<file path="src/rtl/axis_loopback_tester.sv">
// -----------------------------------------------------------------------------
// axis_loopback_tester
//
// AXI-Stream packet generator and checker for serdes loopback self-test.
// A run sends cfg_pkt_num packets of cfg_pkt_len bytes on the TX stream and
// checks the packets that come back on the RX stream. The run finishes once
// every packet has been sent and the same number of packets has been received.
//
// Payload: byte lane k of beat b of packet p = (p + b*KEEP_WIDTH + k) mod 256.
//
// Ports
//   clk, rst_n                 clock, asynchronous active-low reset
//   start                      one-cycle run request, ignored while busy
//   cfg_pkt_num, cfg_pkt_len   packets per run / bytes per packet, latched at start
//   busy, done                 run in progress / run complete (held until next start)
//   tx_axis_*                  generator stream (tuser always 0)
//   rx_axis_*                  checker stream (tuser[0] = error flag)
//   tx_pkt_cnt, rx_pkt_cnt     saturating packet counters, cleared at start
//   err_cnt                    saturating count of errored RX beats, cleared at start
// -----------------------------------------------------------------------------
module axis_loopback_tester #(
    parameter int DATA_WIDTH = 512,
    parameter int KEEP_WIDTH = DATA_WIDTH / 8,
    parameter int USER_WIDTH = 1,
    parameter int LEN_WIDTH  = 16,
    parameter int CNT_WIDTH  = 32
) (
    input  logic                  clk,
    input  logic                  rst_n,

    input  logic                  start,
    input  logic [CNT_WIDTH-1:0]  cfg_pkt_num,
    input  logic [LEN_WIDTH-1:0]  cfg_pkt_len,
    output logic                  busy,
    output logic                  done,

    output logic                  tx_axis_tvalid,
    input  logic                  tx_axis_tready,
    output logic                  tx_axis_tlast,
    output logic [DATA_WIDTH-1:0] tx_axis_tdata,
    output logic [KEEP_WIDTH-1:0] tx_axis_tkeep,
    output logic [USER_WIDTH-1:0] tx_axis_tuser,

    input  logic                  rx_axis_tvalid,
    output logic                  rx_axis_tready,
    input  logic                  rx_axis_tlast,
    input  logic [DATA_WIDTH-1:0] rx_axis_tdata,
    input  logic [KEEP_WIDTH-1:0] rx_axis_tkeep,
    input  logic [USER_WIDTH-1:0] rx_axis_tuser,

    output logic [CNT_WIDTH-1:0]  tx_pkt_cnt,
    output logic [CNT_WIDTH-1:0]  rx_pkt_cnt,
    output logic [CNT_WIDTH-1:0]  err_cnt
);

    // Beat offset contribution to the payload, reduced mod 256 up front.
    localparam logic [7:0] KW_MOD = 8'(KEEP_WIDTH % 256);

    typedef enum logic [1:0] {
        S_IDLE,
        S_SEND,
        S_TX_DONE,
        S_DONE
    } state_t;

    state_t                 state_q, state_d;

    logic [CNT_WIDTH-1:0]   num_q;
    logic [LEN_WIDTH-1:0]   beats_q;
    logic [KEEP_WIDTH-1:0]  last_keep_q;
    logic [LEN_WIDTH-1:0]   tx_beat_q;
    logic [7:0]             rx_pkt_q;
    logic [LEN_WIDTH-1:0]   rx_beat_q;

    function automatic logic [DATA_WIDTH-1:0] beat_data(input logic [7:0]           pkt,
                                                        input logic [LEN_WIDTH-1:0] beat);
        logic [DATA_WIDTH-1:0] d;
        logic [7:0]            base;
        base = pkt + 8'(beat) * KW_MOD;
        d    = '0;
        for (int k = 0; k < KEEP_WIDTH; k++) begin
            d[8*k +: 8] = base + 8'(k);
        end
        return d;
    endfunction

    function automatic logic [CNT_WIDTH-1:0] sat_inc(input logic [CNT_WIDTH-1:0] v);
        return (v == '1) ? v : v + CNT_WIDTH'(1);
    endfunction

    // ------------------------------------------------------------------
    // Run control
    // ------------------------------------------------------------------
    logic start_ok;
    logic cfg_empty;
    logic tx_fire;
    logic tx_last;
    logic rx_fire;

    assign busy           = (state_q == S_SEND) || (state_q == S_TX_DONE);
    assign done           = (state_q == S_DONE);
    assign start_ok       = start && !busy;
    assign cfg_empty      = (cfg_pkt_num == '0) || (cfg_pkt_len == '0);
    assign tx_axis_tvalid = (state_q == S_SEND);
    assign tx_fire        = tx_axis_tvalid && tx_axis_tready;
    assign tx_last        = (tx_beat_q == beats_q - LEN_WIDTH'(1));
    assign rx_axis_tready = busy;
    assign rx_fire        = rx_axis_tvalid && rx_axis_tready;
    assign tx_axis_tuser  = '0;

    // Packet geometry derived from the requested length at start time.
    logic [LEN_WIDTH:0]    len_plus;
    logic [LEN_WIDTH-1:0]  beats_calc;
    logic [LEN_WIDTH-1:0]  len_rem;
    logic [KEEP_WIDTH-1:0] keep_calc;

    always_comb begin
        // NOTE: every combinational output gets a default before any branch so no latch is inferred.
        len_plus   = {1'b0, cfg_pkt_len} + (LEN_WIDTH+1)'(KEEP_WIDTH - 1);
        beats_calc = LEN_WIDTH'(len_plus / (LEN_WIDTH+1)'(KEEP_WIDTH));
        len_rem    = cfg_pkt_len % LEN_WIDTH'(KEEP_WIDTH);
        keep_calc  = '0;
        for (int k = 0; k < KEEP_WIDTH; k++) begin
            keep_calc[k] = (len_rem == '0) || (LEN_WIDTH'(k) < len_rem);
        end
    end

    always_comb begin
        state_d = state_q;
        case (state_q)
            S_IDLE, S_DONE: begin
                if (start_ok) state_d = cfg_empty ? S_DONE : S_SEND;
            end
            S_SEND: begin
                if (tx_fire && tx_last && (tx_pkt_cnt == num_q - CNT_WIDTH'(1)))
                    state_d = S_TX_DONE;
            end
            S_TX_DONE: begin
                // >= rather than == so spurious early-tlast packets cannot stall the run.
                if (rx_pkt_cnt >= num_q) state_d = S_DONE;
            end
            default: state_d = S_IDLE;
        endcase
    end

    // ------------------------------------------------------------------
    // Generator datapath: beat contents follow the packet/beat indices,
    // and are forced to zero whenever no beat is offered.
    // ------------------------------------------------------------------
    always_comb begin
        tx_axis_tdata = '0;
        tx_axis_tkeep = '0;
        tx_axis_tlast = 1'b0;
        if (tx_axis_tvalid) begin
            tx_axis_tdata = beat_data(tx_pkt_cnt[7:0], tx_beat_q);
            tx_axis_tkeep = tx_last ? last_keep_q : '1;
            tx_axis_tlast = tx_last;
        end
    end

    // ------------------------------------------------------------------
    // Checker: compare the received beat against the expected one.
    // ------------------------------------------------------------------
    logic                  rx_exp_last;
    logic                  rx_late;
    logic [KEEP_WIDTH-1:0] rx_exp_keep;
    logic [DATA_WIDTH-1:0] rx_exp_data;
    logic                  rx_data_bad;
    logic                  rx_beat_err;

    always_comb begin
        rx_exp_last = (rx_beat_q == beats_q - LEN_WIDTH'(1));
        rx_late     = (rx_beat_q >= beats_q);
        rx_exp_keep = rx_exp_last ? last_keep_q : '1;
        rx_exp_data = beat_data(rx_pkt_q, rx_beat_q);
        rx_data_bad = 1'b0;
        for (int k = 0; k < KEEP_WIDTH; k++) begin
            if (rx_exp_keep[k] && (rx_axis_tdata[8*k +: 8] != rx_exp_data[8*k +: 8]))
                rx_data_bad = 1'b1;
        end
        // One flag per beat, however many individual faults it has.
        rx_beat_err = rx_late
                   || (rx_axis_tkeep != rx_exp_keep)
                   || rx_data_bad
                   || rx_axis_tuser[0]
                   || (rx_axis_tlast != rx_exp_last);
    end

    // ------------------------------------------------------------------
    // State and counters
    // ------------------------------------------------------------------
    always_ff @(posedge clk or negedge rst_n) begin
        // NOTE: registers are updated with <= so every process sees pre-edge values.
        if (!rst_n) begin
            state_q     <= S_IDLE;
            num_q       <= '0;
            beats_q     <= '0;
            last_keep_q <= '0;
            tx_beat_q   <= '0;
            rx_pkt_q    <= '0;
            rx_beat_q   <= '0;
            tx_pkt_cnt  <= '0;
            rx_pkt_cnt  <= '0;
            err_cnt     <= '0;
        end else begin
            state_q <= state_d;
            if (start_ok) begin
                num_q       <= cfg_pkt_num;
                beats_q     <= beats_calc;
                last_keep_q <= keep_calc;
                tx_beat_q   <= '0;
                rx_pkt_q    <= '0;
                rx_beat_q   <= '0;
                tx_pkt_cnt  <= '0;
                rx_pkt_cnt  <= '0;
                err_cnt     <= '0;
            end else begin
                if (tx_fire) begin
                    if (tx_last) begin
                        tx_beat_q  <= '0;
                        tx_pkt_cnt <= sat_inc(tx_pkt_cnt);
                    end else begin
                        tx_beat_q <= tx_beat_q + LEN_WIDTH'(1);
                    end
                end
                if (rx_fire) begin
                    if (rx_beat_err) err_cnt <= sat_inc(err_cnt);
                    // tlast always resynchronises to the next packet, errored or not.
                    if (rx_axis_tlast) begin
                        rx_pkt_cnt <= sat_inc(rx_pkt_cnt);
                        rx_pkt_q   <= rx_pkt_q + 8'd1;
                        rx_beat_q  <= '0;
                    end else if (rx_beat_q != '1) begin
                        rx_beat_q <= rx_beat_q + LEN_WIDTH'(1);
                    end
                end
            end
        end
    end

endmodule

</file>
<file path="config.mk">
export PLATFORM = sky130hd
export DESIGN_NAME = axis_loopback_tester
export DESIGN_NICKNAME = d
export VERILOG_FILES = /design/src/rtl/axis_loopback_tester.sv
export SDC_FILE = /design/constraint.sdc
export NUM_CORES = 2
export LEC_CHECK = 0
export ABC_AREA = 1
export CAP_MARGIN = 20
export CORE_AREA = 2 2 509 511
export CTS_BUF_LIST = sky130_fd_sc_hd__clkbuf_16
export DETAILED_ROUTE_END_ITERATION = 12
export DIE_AREA = 0 0 511 513
export GPL_TIMING_DRIVEN = 0
export PLACE_DENSITY_LB_ADDON = 0.08
export SLEW_MARGIN = 20
export SYNTH_ARGS = -nofsm -noshare
export SYNTH_HDL_FRONTEND = slang
export SYNTH_SLANG_ARGS = --single-unit
export TNS_END_PERCENT = 1
</file>
<file path="constraint.sdc">
create_clock -name clk -period 3.96 [get_ports clk]
set_input_delay 0.792 -clock clk [delete_from_list [all_inputs] [get_ports clk]]
set_output_delay 0.792 -clock clk [all_outputs]
set_load 0.005 [all_outputs]
</file>
==> Word-level counts from Yosys, hierarchy flattened <==
Index checks and enable logic that the tools add are counted.
{ "classes": {"add_sub_neg": 137, "muxes": 96, "magnitude_cmp": 66, "n_reduce_logical": 157, "eq_ne": 82} }
{ "ops": {"columns": ["op", "n"], "rows": [
  ["$add 8x6->8 const B", 64],
  ["$mux 512", 1],
  ["$ne 8x8->1", 64],
  ["$mux 32", 12],
  ["$add 8x5->8 const B", 32],
  ["$lt 6x6->1 const A", 32],
  ["$mux 64", 3],
  ["$add 8x4->8 const B", 16],
  ["$mux 16", 7],
  ["$add 32x1->32 const B", 3],
  ["$eq 32x32->1 const B", 3],
  ["$lt 5x6->1 const A", 16],
  ["$logic_or 1x1->1", 70],
  ["$logic_and 1x1->1", 69],
  ["$mux 1", 65],
  ["$add 8x3->8 const B", 8],
  ["$ne 64x64->1", 1],
  ["$lt 4x6->1 const A", 8],
  ["$add 16x1->16 const B", 2],
  ["$add 8x2->8 const B", 4],
  ["$eq 16x16->1", 2],
  ["$eq 32x32->1", 1],
  ["$ge 32x32->1", 1],
  ["$logic_not 16->1", 2],
  ["other kinds (26)", 52]
]} }
{ "totals": {"inputBits": 631, "out_inout_bits": 678, "ff_bits": 245} }

==> Logic depth before layout (Yosys ltp) <==
{ "logic_depth": {"word_depth": 74, "ltp_mapped": 29, "depth_no_buf": 27} }

==> Least setup slack after synthesis <==
OpenSTA, ideal clock, no wires.
{ "synth_path": {"kind": "reg2out", "start": "reg state_q[1]", "end": "out tx_axis_tdata[104]", "arrival_time_ns": 2.654, "path_slack_ns": 0.514, "required_ns": 3.168, "stages_incl_launch_ff": 9, "path_cell_list": "dfrtp_1 -> inv_1 -> ha_1 -> clkbuf_1 -> inv_2 -> clkbuf_1 -> buf_1 -> nor2_1 -> buf_4"} }
{ "synth_between": {"elab_chain_cells": 2} }
{ "synth_rtl": {"columns": ["element", "line", "rtl"], "rows": [
  ["start, declared", "66", "state_t state_q, state_d;"],
  ["start signal, assigned", "206", "state_q <= state_d;"],
  ["$eq 2x1->1", "104", "assign tx_axis_tvalid = (state_q == S_SEND);"],
  ["named net tx_axis_tvalid", "37", "output logic tx_axis_tvalid,"],
  ["$mux 512", "154", "if (tx_axis_tvalid) begin"],
  ["end, declared", "40", "output logic [DATA_WIDTH-1:0] tx_axis_tdata,"]
]} }
The timed path passes the listed nets, and every way through them passes these cells.

==> Worst setup path in the final report <==
{ "layout_path": {"start": "reg rx_pkt_q[1]", "end": "reg err_cnt[26]"} }
{ "layout_between": {"elab_chain_cells": 72} }
{ "layout_rtl": {"columns": ["element", "line", "rtl"], "rows": [
  ["start, declared", "72", "logic [7:0] rx_pkt_q;"],
  ["start signal, assigned", "231", "rx_pkt_q <= rx_pkt_q + 8'd1;"],
  ["$add 8x8->8 *", "79", "base = pkt + 8'(beat) * KW_MOD;"],
  ["$add 8x1->8 / $ne 8x8->1 (equally long branches)", "82, 178", null],
  ["$ne 8x8->1 / $logic_and 1x1->1 (equally long branches)", "178", "if (rx_exp_keep[k] && (rx_axis_tdata[8*k +: 8] != rx_exp_data[8*k +: 8]))"],
  ["$logic_and 1x1->1 / $mux 1 (equally long branches)", "178", null],
  ["$mux 1 (62 in series)", "178", null],
  ["$mux 1 *", "178", null],
  ["$logic_or 1x1->1 *", "184", "|| rx_data_bad"],
  ["$logic_or 1x1->1 *", "185", "|| rx_axis_tuser[0]"],
  ["$logic_or 1x1->1 *", "186", "|| (rx_axis_tlast != rx_exp_last);"],
  ["$reduce_bool 2->1 (no source line) *", null, null],
  ["$reduce_and 3->1 (no source line) *", null, null],
  ["end signal, assigned", "227", "if (rx_beat_err) err_cnt <= sat_inc(err_cnt);"],
  ["end, declared", "53", "output logic [CNT_WIDTH-1:0] err_cnt"]
]} }
Every way passes the cells marked *; elsewhere a longest branch is shown, timed or not.
A chain may end at the register's enable or synchronous reset.

==> flow_metrics.tcl <==
set metrics [dict create \
    port_buffers 1306 \
    fmax_mhz 239.2 \
    synth.area.mux_share 0.0002942 \
    crit_slowest_cell "dfrtp_2" \
    start_kind "flop" \
    leakagePower_nw 25.13 \
    path_cells "ha_2 -> inv_1 -> nand2_1 -> nand2_1 -> buf_6 -> xor2_1 -> nor2_1 -> nand2_1 -> nor2_1 -> nand3b_1 -> nand2_1 -> nand2_1 -> clkinv_1 -> nand2_1 -> nor2_1 -> nand2_1 -> nor2_1 -> nand2_1 -> nor2_4 -> nand2_8 -> nand2_8 -> buf_6 -> nand3_1 -> nand2_1" \
    routed_via_density 4.180 \
    mostFrequentLayoutCell "clkdlybuf4s50_1" \
    syn_area_per_cell_um2 6.199 \
    wire_per_inst_um 29.83 \
    critPathMaxFanout 10 \
    critPathBufInv 4 \
    p_per_area_mw_per_mm2 689.0 \
    firstDrtPassIters 5 \
    fp-row-count 186 \
    synth_top_family_by_area "simple AND/OR/NAND/NOR gates" \
    critPathArrivalTime_ps 4730 \
    synth_seq_cells 245 \
    die_x_um 511 \
    synth_edf_count 0 \
    num-nets-final 7691 \
    wl_mm 310.7 \
    ys.flop_type "dfrtp_1" \
    synth_compound_area_frac 0.1303 \
    rsz0062_at_grt "true" \
    ant_nets 0 \
    num_io_pins 1309 \
    synthAdderAreaFrac 0.03678 \
    setup_ws_ps -221.3 \
    h-tree-depth 2 \
    syn-num-nets 6219 \
    dieHeight_um 513 \
    vdd_drop_max_v 0.0002933 \
    hold_class "reg2reg" \
    end_kind "flop" \
    hold_ws_ps 553.2 \
    yosys.area.top_type "dfrtp_1" \
    status "finished, violations left" \
    drc 0 \
    yosysWarnings 0 \
    clock_latency_ps 610 \
    dr.first_iter.drc_count 3167 \
    crit_required_ps 4510 \
    synth_top_area_share 0.1802 \
    netlist_top_cells_area "dfrtp_1, nand2_1, xor2_1, inv_1, xnor2_1" \
    cts_tree "built" \
    min_period_ps 4181 \
    gp_congestion 0.9375 \
    fin_crit_sh 1.056 \
    antenna_found_initial 112 \
    clk_pin_slew_ps 60 \
    cpMostUsedCell "nand2_1" \
    crit_type "reg2reg" \
    overflow 0 \
    via_count 43543 \
    cts-root-buf "clkbuf_16" \
    clkSinkCount 245 \
    drv_cap 0 \
    start_util 0.1328 \
    grt_pass1_wl_mm 406.3 \
    slew_headroom 0.2620 \
    clock_path_buffers 3 \
    area_growth_pct 69.82 \
    synthCells 5488 \
    utilization 0.2255 \
    slowest_delay_ps 440 \
    seq_area_frac_synth 0.1802 \
    grt_util_all_layers 0.2279 \
    syn_area_mm2 0.03402 \
    grt_pass1_vias 43062 \
    synth.distinct_cells 53 \
    violations "setup timing" \
    grt_max_degree 78 \
    hold_viol 0 \
    tightestPinTransition_ps 1107 \
    cts_buffers 39 \
    maxSlewViolCount 0 \
    setup_viol 112 \
    core_mm2 0.2562 \
    place_hpwl_mm 269.6 \
    final_layout_size_suffix_gt1_frac 0.1794 \
    synth_xor_area_frac 0.1724 \
    synth_simple_gate_area_frac 0.3139 \
    skew_ps 39.38 \
    final_cell_mix "clkdlybuf4s50_1, nand2_1, inv_1, nor2_1, buf_4" \
    ys_async_sr_fraction 1.000 \
    fp.dieArea_mm2 0.2621 \
    critPathTopFamily "simple AND/OR/NAND/NOR gates" \
]
## registers in the layout (all words and copies together), names as in the netlist
| signal | count |
|---|---|
| last_keep_q | 64 |
| rx_beat_q | 16 |
| num_q | 32 |
| rx_pkt_q | 8 |
| err_cnt | 32 |
| state_q | 2 |
| beats_q | 11 |
| tx_pkt_cnt | 32 |
| rx_pkt_cnt | 32 |
| tx_beat_q | 16 |
## final cells by class
cell class | instances | area, µm²
clock inverters | 27 | 142.6
multi-input cells | 4038 | 25090
clock buffers | 39 | 975.9
fillers | 28997 | 198500
plain buffers | 478 | 3642
repair inverters | 1 | 7.507
diodes | 47 | 117.6
inverters | 711 | 2826
well taps | 3384 | 4234
flip-flops and latches | 245 | 6166
repair buffers | 1446 | 14580
## routing by layer
layer / GRT usage / vias to the layer above / routed length [µm]
met5: 0 / - / 356
met4: 0.08158 / 56 / 12840
met3: 0.04319 / 367 / 17640
met2: 0.4268 / 1676 / 161100
met1: 0.2532 / 21036 / 118700
li1: - / 20408 / -
## synth_stat cells, types with 26 or more instances
cell type and number:
a211oi_1 29, a21oi_1 245, buf_1 29, buf_2 62, buf_4 269, clkbuf_1 131
dfrtp_1 245, ha_1 100, inv_1 680, nand2_1 1097, nand3_1 307, nand4_1 173
nor2_1 592, nor3_1 138, nor4_1 41, o21a_1 26, o21ai_0 367, o21ai_1 27
o22ai_1 36, or2_2 52, xnor2_1 260, xor2_1 408
## worst reg2reg max path: cells and delay by family, from the launching register on
| family | cells | cell delay (ps) |
|---|---|---|
| xor gates and xnor gates | 1 | 150 |
| adders and majority gates | 1 | 400 |
| buffers and inverters | 4 | 660 |
| DFF | 1 | 440 |
| and+or+nand+nor | 18 | 2490 |
## path summary, 6_finish.rpt
path	start	end	slack (ps)	depth (start not counted)
max	rx_pkt_q[1]	err_cnt[26]	-220	24
min	rx_pkt_cnt[0]	rx_pkt_cnt[0]	550	1
max reg2reg	rx_pkt_q[1]	err_cnt[26]	-220	24
min reg2reg	rx_pkt_cnt[0]	rx_pkt_cnt[0]	550	1
max in group asynchronous	rst_n	rx_pkt_q[2]	2060	4
min in group asynchronous	rst_n	tx_pkt_cnt[25]	630	2
## power by group
group	internal, mW	switching [mW]
registers	3.22	1.03
clock network	1.78	1.46
logic	13.4	19.0
## metrics by stage
step	worst slack (ps)	setup TNS (ps)	power, mW	cells	instance area [µm²]
after floorplan	514.2	0	16.34	5488	34020
after global placement	-10840	-3542890	33.33	10178	51330
after detailed placement	-2394	-701760	33.34	10185	51510
after CTS	-246.5	-36530	39.74	10336	56320
after global routing	-432.6	-37360	42.06	10394	57720
final	-221.3	-11640	39.81	10416	57780
## cells by family (layout without fill, tap and decap cells)
family / Yosys count / count (layout)
buffers and inverters: 1206 / 2702
xor gates and xnor gates: 669 / 669
adders and majority gates: 100 / 100
other: 1 / 48
muxes: 1 / 1
AOI/OAI and AO/OA: 805 / 805
and+or+nand+nor: 2461 / 2462
DFF: 245 / 245
## repair_timing
item / CTS / global route
gates resized for setup: 1043 / 344
cloned: 3 / 1
hold endpoints to repair: 5 / 0
hold buffers: 1 / 0
endpoints found under the setup margin: 697 / 457
setup buffers: 98 / 32
pin swaps: 61 / 42
Power figures use the tool's default switching activity.
